===== config.mk =====
export PLATFORM = sky130hd
export DESIGN_NAME = systolic_pe
export DESIGN_NICKNAME = d
export VERILOG_FILES = /design/src/rtl/systolic_pe.sv
export SDC_FILE = /design/constraint.sdc
export NUM_CORES = 1
export LEC_CHECK = 0
export BUFFER_PORTS_ARGS = -buffer_cell sky130_fd_sc_hd__buf_2
export CAP_MARGIN = 20
export CORE_MARGIN = 4
export CORE_UTILIZATION = 45
export DETAILED_ROUTE_END_ITERATION = 6
export GPL_ROUTABILITY_DRIVEN = 0
export PLACE_DENSITY = 0.67
export SETUP_SLACK_MARGIN = 0.15
export SYNTH_ARGS = -nofsm -noshare
export SYNTH_HDL_FRONTEND = slang
export SYNTH_SLANG_ARGS = --single-unit
export TNS_END_PERCENT = 5

===== constraint.sdc =====
create_clock -name clk -period 19.42 [get_ports clk]
set_input_delay 1.942 -clock clk [delete_from_list [all_inputs] [get_ports clk]]
set_output_delay 1.942 -clock clk [all_outputs]
set_load 0.05 [all_outputs]

===== src/rtl/systolic_pe.sv =====
// rtl/systolic_pe.sv - multiply-accumulate processing element for the weight/image systolic array
//
// Multiplies the west weight operand by the north image operand and accumulates
// the product over a programmed number of valid samples. Operands are forwarded
// east/south through one register stage so a grid of these elements forms the array.
//
// Ports:
//   clk        rising-edge clock
//   rst        synchronous active-high reset
//   start      clear accumulator and overflow, load len, begin a new accumulation
//   len        number of valid samples to accumulate, sampled with start
//   in_valid   w_in/im_in carry a valid sample
//   w_in       weight operand from west neighbour
//   im_in      image operand from north neighbour
//   w_out      registered w_in, to east neighbour
//   im_out     registered im_in, to south neighbour
//   out_valid  registered in_valid
//   p          accumulator value
//   busy       accumulation in progress
//   done       accumulation complete, p is final
//   ovf        sticky overflow flag for the current accumulation

module systolic_pe #(
   parameter int DW     = 8,
   parameter int AW     = 32,
   parameter int SIGNED = 1,
   parameter int SAT    = 1,
   parameter int CW     = 10
) (
   input  logic          clk,
   input  logic          rst,
   input  logic          start,
   input  logic [CW-1:0] len,
   input  logic          in_valid,
   input  logic [DW-1:0] w_in,
   input  logic [DW-1:0] im_in,
   output logic [DW-1:0] w_out,
   output logic [DW-1:0] im_out,
   output logic          out_valid,
   output logic [AW-1:0] p,
   output logic          busy,
   output logic          done,
   output logic          ovf
);

   typedef enum logic [1:0] {
      S_IDLE = 2'd0,
      S_ACC  = 2'd1,
      S_DONE = 2'd2
   } state_t;

   state_t        r_state;
   logic [AW-1:0] r_p;
   logic [CW-1:0] r_cnt;
   logic          r_ovf;
   logic [DW-1:0] r_w_out;
   logic [DW-1:0] r_im_out;
   logic          r_out_valid;

   logic [2*DW-1:0] w_prod_raw;
   logic [AW-1:0]   w_prod;
   logic [AW:0]     w_sum;
   logic            w_ovf;
   logic [AW-1:0]   w_next;

   always_comb begin
      w_prod_raw = '0;
      w_prod     = '0;
      if (SIGNED != 0) begin
         // Operands are widened to the product width first so the multiply is exact.
         w_prod_raw = $signed({{DW{w_in[DW-1]}}, w_in}) * $signed({{DW{im_in[DW-1]}}, im_in});
         w_prod     = AW'($signed(w_prod_raw));
      end else begin
         w_prod_raw = {{DW{1'b0}}, w_in} * {{DW{1'b0}}, im_in};
         w_prod     = AW'(w_prod_raw);
      end

      w_sum = {1'b0, r_p} + {1'b0, w_prod};

      if (SIGNED != 0)
         w_ovf = (r_p[AW-1] == w_prod[AW-1]) && (w_sum[AW-1] != r_p[AW-1]);
      else
         w_ovf = w_sum[AW];

      w_next = w_sum[AW-1:0];
      if (w_ovf && (SAT != 0)) begin
         if (SIGNED == 0)
            w_next = '1;
         else if (r_p[AW-1])
            w_next = {1'b1, {(AW-1){1'b0}}};
         else
            w_next = {1'b0, {(AW-1){1'b1}}};
      end
   end

   always_ff @(posedge clk) begin
      if (rst) begin
         r_state     <= S_IDLE;
         r_p         <= '0;
         r_cnt       <= '0;
         r_ovf       <= 1'b0;
         r_w_out     <= '0;
         r_im_out    <= '0;
         r_out_valid <= 1'b0;
      end else begin
         r_w_out     <= w_in;
         r_im_out    <= im_in;
         r_out_valid <= in_valid;

         // start takes priority over any sample presented in the same cycle.
         if (start) begin
            r_p   <= '0;
            r_ovf <= 1'b0;
            r_cnt <= len;
            r_state <= (len == '0) ? S_DONE : S_ACC;
         end else if ((r_state == S_ACC) && in_valid) begin
            r_p   <= w_next;
            r_cnt <= r_cnt - 1'b1;
            if (w_ovf)
               r_ovf <= 1'b1;
            if (r_cnt == CW'(1))
               r_state <= S_DONE;
         end
      end
   end

   assign w_out     = r_w_out;
   assign im_out    = r_im_out;
   assign out_valid = r_out_valid;
   assign p         = r_p;
   assign ovf       = r_ovf;
   assign busy      = (r_state == S_ACC);
   assign done      = (r_state == S_DONE);

endmodule


==> flow_metrics.tcl, run 1 <==
set metrics [dict create \
    io_buffer_count 81 \
    dr.pass1.iters 4 \
    multi_input_area_mm2 0.00469 \
    seqCellArea_mm2 0.00124 \
    htree_num_levels 3 \
    via_per_inst 5.28 \
    drc_errors 0 \
    timing.final.crit_share_pct 45.2 \
    design_area_mm2 0.00729 \
    core-area_mm2 0.0139 \
    max_slew.worst_pin.slew_ps 661 \
    vias 5269 \
    hold_path.class "reg -> reg" \
    n_antenna_cell 0 \
    clk_latency_ps 330 \
    synth_cells 738 \
    rr_startpoint "p[8]" \
    p_leak_nw 3.49 \
    grt_max_degree 39 \
    antenna_left 0 \
    avgSynthCellArea_um2 8.65 \
    seq_area_frac_synth_pct 19.4 \
    die_y_um 127 \
    final_max_slew_viol_count 0 \
    die_w_um 127 \
    clk_path_buf_depth 2 \
    post_cts_resized 0 \
    switchingPower_w 0.000647 \
    fin_crit_ps 8780 \
    cts_root_buf "clkbuf_16" \
    cp-startpoint "w_in[3]" \
    crit_type "in -> reg" \
    synth_top_flop_cell "dfxtp_1" \
    max_freq_mhz 114 \
    placed_area_mm2 0.00696 \
    grt_pass1_vias 5047 \
    synth_cell_types 61 \
    numCtsBuffers 9 \
    die_area_mm2 0.0162 \
    drt_iter0_drc 353 \
    setup_viol 0 \
    cts.sink_count 62 \
    synth_edf_count 0 \
    sw_frac_of_total_pct 50.1 \
    pwr-share-clk_pct 14.2 \
    post-dp-hpwl_um 11100 \
    fill_cells 1315 \
    cellPowerDensity_mw_per_mm2 177 \
    antenna_found_initial 0 \
    status "complete, no violations" \
    busiest_layer "met2" \
    syn_nets 886 \
    clk_pin_slew_ps 50 \
    wl_per_cell_um 14.2 \
    setup_tns_ps 0 \
    use_met3_pct 2.55 \
    drive_gt1_share_pct 14.4 \
    p_int_w 0.000643 \
    slew_headroom_pct 55.9 \
    async_reset_ff_share_pct 0 \
    io_pins 82 \
    layout.nets 960 \
    vdd.ir_drop.worst_v 0.0000969 \
    synth.ff_latch_count 62 \
    cp-end-kind "flop" \
    arrival_ps 9010 \
    worstPathMaxFanout 25 \
    grt_pass1_wl_um 24200 \
    ctsHoldBuffers 0 \
    p_comb_share_pct 74.4 \
    hp-start "ovf" \
    use_met1_pct 25.1 \
    syn2layout_area_growth_pct 14.1 \
    postCtsSetupBuffers 0 \
    required_ps 19650 \
    start_util_pct 46.0 \
    postRouteWirelength_um 14100 \
    worst_setup_path_start_kind "primary input" \
    cap_viol_max_count 0 \
    cts_tree "built" \
    finalClockSkew_ps 6.22 \
    grt_use_met2_pct 29.0 \
    grt.overflow.total 0 \
    track_usage_pct 17.9 \
    row_count 43 \
    netlist_area_mm2 0.00639 \
    grt_setup_unrepaired "false" \
    hold_violations 0 \
    ys_warn_count 0 \
    power.share.sequential_pct 11.4 \
]
-- cells in the final DEF, fill, tap and decap left out, types with 5 or more instances in the layout --
master     count
xnor2_1       33
fa_1          56
and3_1         6
o21ai_1        5
nor4_1         9
dfxtp_1       62
clkbuf_16      9
nand3_1        6
or3_1          8
o22ai_1       24
nor3_1         8
and2_1        45
nor2b_1       27
nand2_1       37
inv_1        102
o211ai_1       6
a21oi_1       70
a21o_1        20
xor2_1        17
buf_2         81
o21bai_1       5
o21ai_0       13
nor2_1        34
ha_1          62
-- final timing paths --
check	to	slack (ps)	depth (start not counted)
worst max-delay path	p[26]	10640	26
worst min register to register	ovf	470	1
worst max register to register	p[26]	16310	9
worst min-delay path	ovf	470	1
-- routing by layer --
layer  vias up  wire, um
met5         -         0
met4         0       197
met3        11       590
met2        92      6700
met1      2500      6650
li1       2666         -
-- state kept, by name (all words and copies together), names as in the netlist --
name	count
r_cnt	10
w_out	8
r_state	2
out_valid	1
p	32
im_out	8
ovf	1
-- critical path, cell delays in order --
cell,delay [ps]
buf_2,160
and2_1,170
fa_1,530
inv_1,50
fa_1,470
inv_1,50
fa_1,520
inv_1,50
fa_1,530
inv_1,40
ha_1,320
a21oi_1,230
o21bai_1,100
a21oi_1,230
o21bai_1,100
a21oi_1,260
or4b_2,610
o211ai_1,160
ha_1,340
and4_1,260
a221oi_2,340
a211oi_2,160
o21ai_2,290
a21o_1,210
nand3_2,460
o32ai_1,410
-- logic make-up after synthesis --
kind of cell / synth area share [%]
AOI/OAI and AO/OA: 19.4
xor gates and xnor gates: 6.86
adders and majority gates: 29.7
buffers and inverters: 7.29
DFF: 19.4
muxes: 0.490
and+or+nand+nor: 16.9
-- cell type report --
class | count | share of cell area [%]
Tap cell | 180 | 3.09
Sequential cell | 62 | 17.0
Clock buffer | 12 | 3.24
Multi-Input combinational cell | 554 | 64.3
Clock inverter | 4 | 1.30
Timing Repair Buffer | 83 | 5.77
Inverter | 102 | 5.25
-- synth_stat cells, types with 2 or more instances --
cell	number	area share (%)
inv_1	102	6.0
a21oi_1	70	5.5
dfxtp_1	62	19
ha_1	62	12
fa_1	56	18
and2_1	45	4.4
nand2_1	37	2.2
nor2_1	34	2.0
xnor2_1	33	4.5
nor2b_1	27	2.6
o22ai_1	24	2.4
a21o_1	20	2.4
xor2_1	17	2.3
clkbuf_1	13	0.76
o21ai_0	13	1.0
nor4_1	9	0.88
nor3_1	8	0.63
or3_1	8	0.78
and3_1	6	0.59
buf_2	6	0.47
nand3_1	6	0.47
o211ai_1	6	0.71
a211oi_2	5	0.98
o21ai_1	5	0.39
o21bai_1	5	0.59
a211oi_1	4	0.47
a31oi_1	4	0.39
nand4_1	4	0.39
o21a_1	4	0.47
o2bb2ai_1	4	0.55
or2_2	3	0.29
a32o_1	2	0.31
mux2i_1	2	0.31
nand2b_1	2	0.20
nor3_2	2	0.31
nor4b_1	2	0.27
o221ai_1	2	0.27
-- power by group through the flow --
stage	clock network [W]	registers, W	logic, W
after global placement	0	0.000150	0.000955
after floorplan	0	0.000180	0.000749
final	0.000183	0.000147	0.000959
after global routing	0.000191	0.000149	0.00108
after CTS	0.000187	0.000147	0.000964
after detailed placement	0	0.000150	0.000954
-- metrics by stage --
stage	worst slack, ps	util, %	instances	hold slack, ps	total power [W]
floorplan	11320	-	738	469	0.000930
global placement	10370	50.1	981	448	0.00111
detailed placement	10330	50.1	981	454	0.00110
CTS	10640	52.5	997	466	0.00130
global route	10180	52.5	997	491	0.00142
finish	10640	52.5	997	465	0.00129
Note: power is estimated with default switching activity, not from simulation.
==> inputs of run 2 (changes only) <==
--- a/config.mk
+++ b/config.mk
@@ -11,7 +11,7 @@
 export CORE_UTILIZATION = 45
 export DETAILED_ROUTE_END_ITERATION = 6
 export GPL_ROUTABILITY_DRIVEN = 0
-export PLACE_DENSITY = 0.67
+export PLACE_DENSITY = 0.69
 export SETUP_SLACK_MARGIN = 0.15
 export SYNTH_ARGS = -nofsm -noshare
 export SYNTH_HDL_FRONTEND = slang
==> constraint.sdc (replaced) <==
create_clock -name clk -period 8 [get_ports clk]
set_input_delay 0.8 -clock clk [delete_from_list [all_inputs] [get_ports clk]]
set_output_delay 0.8 -clock clk [all_outputs]
set_load 0.05 [all_outputs]
==> run 2 against run 1 <==
Effect of this change: die area stayed put; worst hold slack gained 35 ps; register-to-register slack worse by 11000 ps; critical endpoint is now p[3].
==> flow_metrics.tcl, run 2 (synthesis gave the netlist of run 1 again) <==
set metrics [dict create \
    hold_path.class "reg -> reg" \
    final_cell_mix "inv_1, buf_2, a21oi_1, ha_1, dfxtp_1" \
    row_count 43 \
    antenna_found_initial 0 \
    p_comb_share_pct 75.8 \
    io_pins 82 \
    grt_max_degree 39 \
    vias 5344 \
    hold_depth 1 \
    vdd.ir_drop.worst_v 0.000220 \
    hold_violations 0 \
    rr_startpoint "p[0]" \
    p_leak_nw 3.53 \
    track_usage_pct 19.0 \
    htree_num_levels 3 \
    cellPowerDensity_mw_per_mm2 440 \
    pwr-share-clk_pct 13.1 \
    io_buffer_count 81 \
    power.share.sequential_pct 11.1 \
    arrival_ps 7610 \
    grt.overflow.total 0 \
    n_antenna_cell 0 \
    via_per_inst 5.31 \
    required_ps 8250 \
    cp-end-kind "flop" \
    reg2reg_to "p[30]" \
    r2r_setup_slack_ps 4970 \
    slew_headroom_pct 32.6 \
    cp-startpoint "w_in[3]" \
    worstRegToRegCells 10 \
    drc_errors 0 \
    wl_per_cell_um 14.8 \
    setup_viol 0 \
    max_freq_mhz 136 \
    crit_type "in -> reg" \
    dr.pass1.iters 5 \
    sw_frac_of_total_pct 50.3 \
    final_max_slew_viol_count 0 \
    fin_crit_ps 7360 \
    postRouteWirelength_um 14900 \
    post-dp-hpwl_um 11500 \
    largest_reg_flops 32 \
    die_y_um 127 \
    cts.sink_count 62 \
    cap_viol_max_count 0 \
    layout.nets 970 \
    clk_pin_slew_ps 50 \
    endpoint "p[3]" \
    worstPathMaxFanout 9 \
    utilization_pct 53.1 \
    antenna_left 0 \
    start_util_pct 46.0 \
    postCtsSetupBuffers 0 \
    grt_pass1_vias 5183 \
    switchingPower_w 0.00163 \
    max_slew.worst_pin.slew_ps 1010 \
    syn2layout_area_growth_pct 15.3 \
    fill_cells 1343 \
    core-area_mm2 0.0139 \
    drt_iter0_drc 295 \
    final_common_cell "inv_1" \
    clk_path_buf_depth 2 \
    timing.final.crit_share_pct 92.0 \
    cts_root_buf "clkbuf_16" \
    grt_setup_unrepaired "false" \
    grt_pass1_wl_um 25200 \
    drive_gt1_share_pct 15.5 \
    ctsHoldBuffers 0 \
    p_int_w 0.00161 \
    finalClockSkew_ps 6.53 \
    status "complete, no violations" \
    setup_tns_ps 0 \
    clk_latency_ps 340 \
    numCtsBuffers 9 \
    die_area_mm2 0.0162 \
    worst_setup_path_start_kind "primary input" \
    cts_tree "built" \
    die_w_um 127 \
]
run 2: power groups by stage:
stage	logic [W]	clock network, W	registers [W]
global placement	0.00241	0	0.000365
detailed placement	0.00242	0	0.000365
finish	0.00246	0.000424	0.000358
global route	0.00274	0.000445	0.000362
floorplan	0.00182	0	0.000438
CTS	0.00245	0.000433	0.000358
run 2: how the worst min path moves through the flow:
stage / start / endpoint
after floorplan: r_state[1] / r_state[1]
after detailed placement: ovf / ovf
after global routing: ovf / ovf
after CTS: r_state[1] / r_state[1]
after global placement: r_state[1] / r_state[1]
final: ovf / ovf
run 2: through the flow:
step	hold WS, ps	cell area, um2	std cells	total power [W]	worst slack (ps)
after floorplan	469	6390	738	0.00226	1040
after global placement	491	7040	990	0.00278	145
after detailed placement	496	7040	990	0.00279	0.839
after CTS	501	7350	1005	0.00324	351
after global routing	523	7360	1006	0.00354	160
final	501	7360	1006	0.00324	641
run 2: what timing repair did:
action / 4_1_cts / 5_1_grt
gates resized for setup: 0 / 0
setup endpoints to repair: 0 / 12
endpoints found under the hold margin: 0 / 0
run 2: worst max-delay path, stage by stage:
cell	delay, ps
buf_2	160
and2_1	180
ha_1	310
fa_1	470
ha_1	310
inv_1	60
fa_1	540
inv_1	50
ha_1	230
fa_1	420
a21o_1	200
a21oi_1	220
o21bai_1	100
a21oi_1	230
o21bai_1	100
a21oi_1	220
or4b_2	610
o211ai_1	130
ha_1	280
and4_1	240
a221oi_2	360
a211oi_2	150
o21ai_2	250
buf_4	170
a21o_1	160
nand3_2	230
buf_4	260
o22ai_1	170
run 2: cell type report:
| type | count | area, um2 | area share, % |
|---|---|---|---|
| Clock buffer | 12 | 246 | 3.35 |
| Clock inverter | 3 | 68.8 | 0.934 |
| Inverter | 102 | 383 | 5.20 |
| Multi-Input combinational cell | 555 | 4700 | 63.8 |
| Sequential cell | 62 | 1240 | 16.9 |
| Tap cell | 180 | 225 | 3.06 |
| Timing Repair Buffer | 92 | 500 | 6.80 |
run 2: metal layers:
metal | GRT usage [%] | wire length (um) | part of all wire, %
met1 | 26.5 | 7060 | 48
met2 | 30.6 | 6970 | 47
met3 | 3.09 | 614 | 4.1
met4 | 5.74 | 211 | 1.4
met5 | 0 | 0 | 0
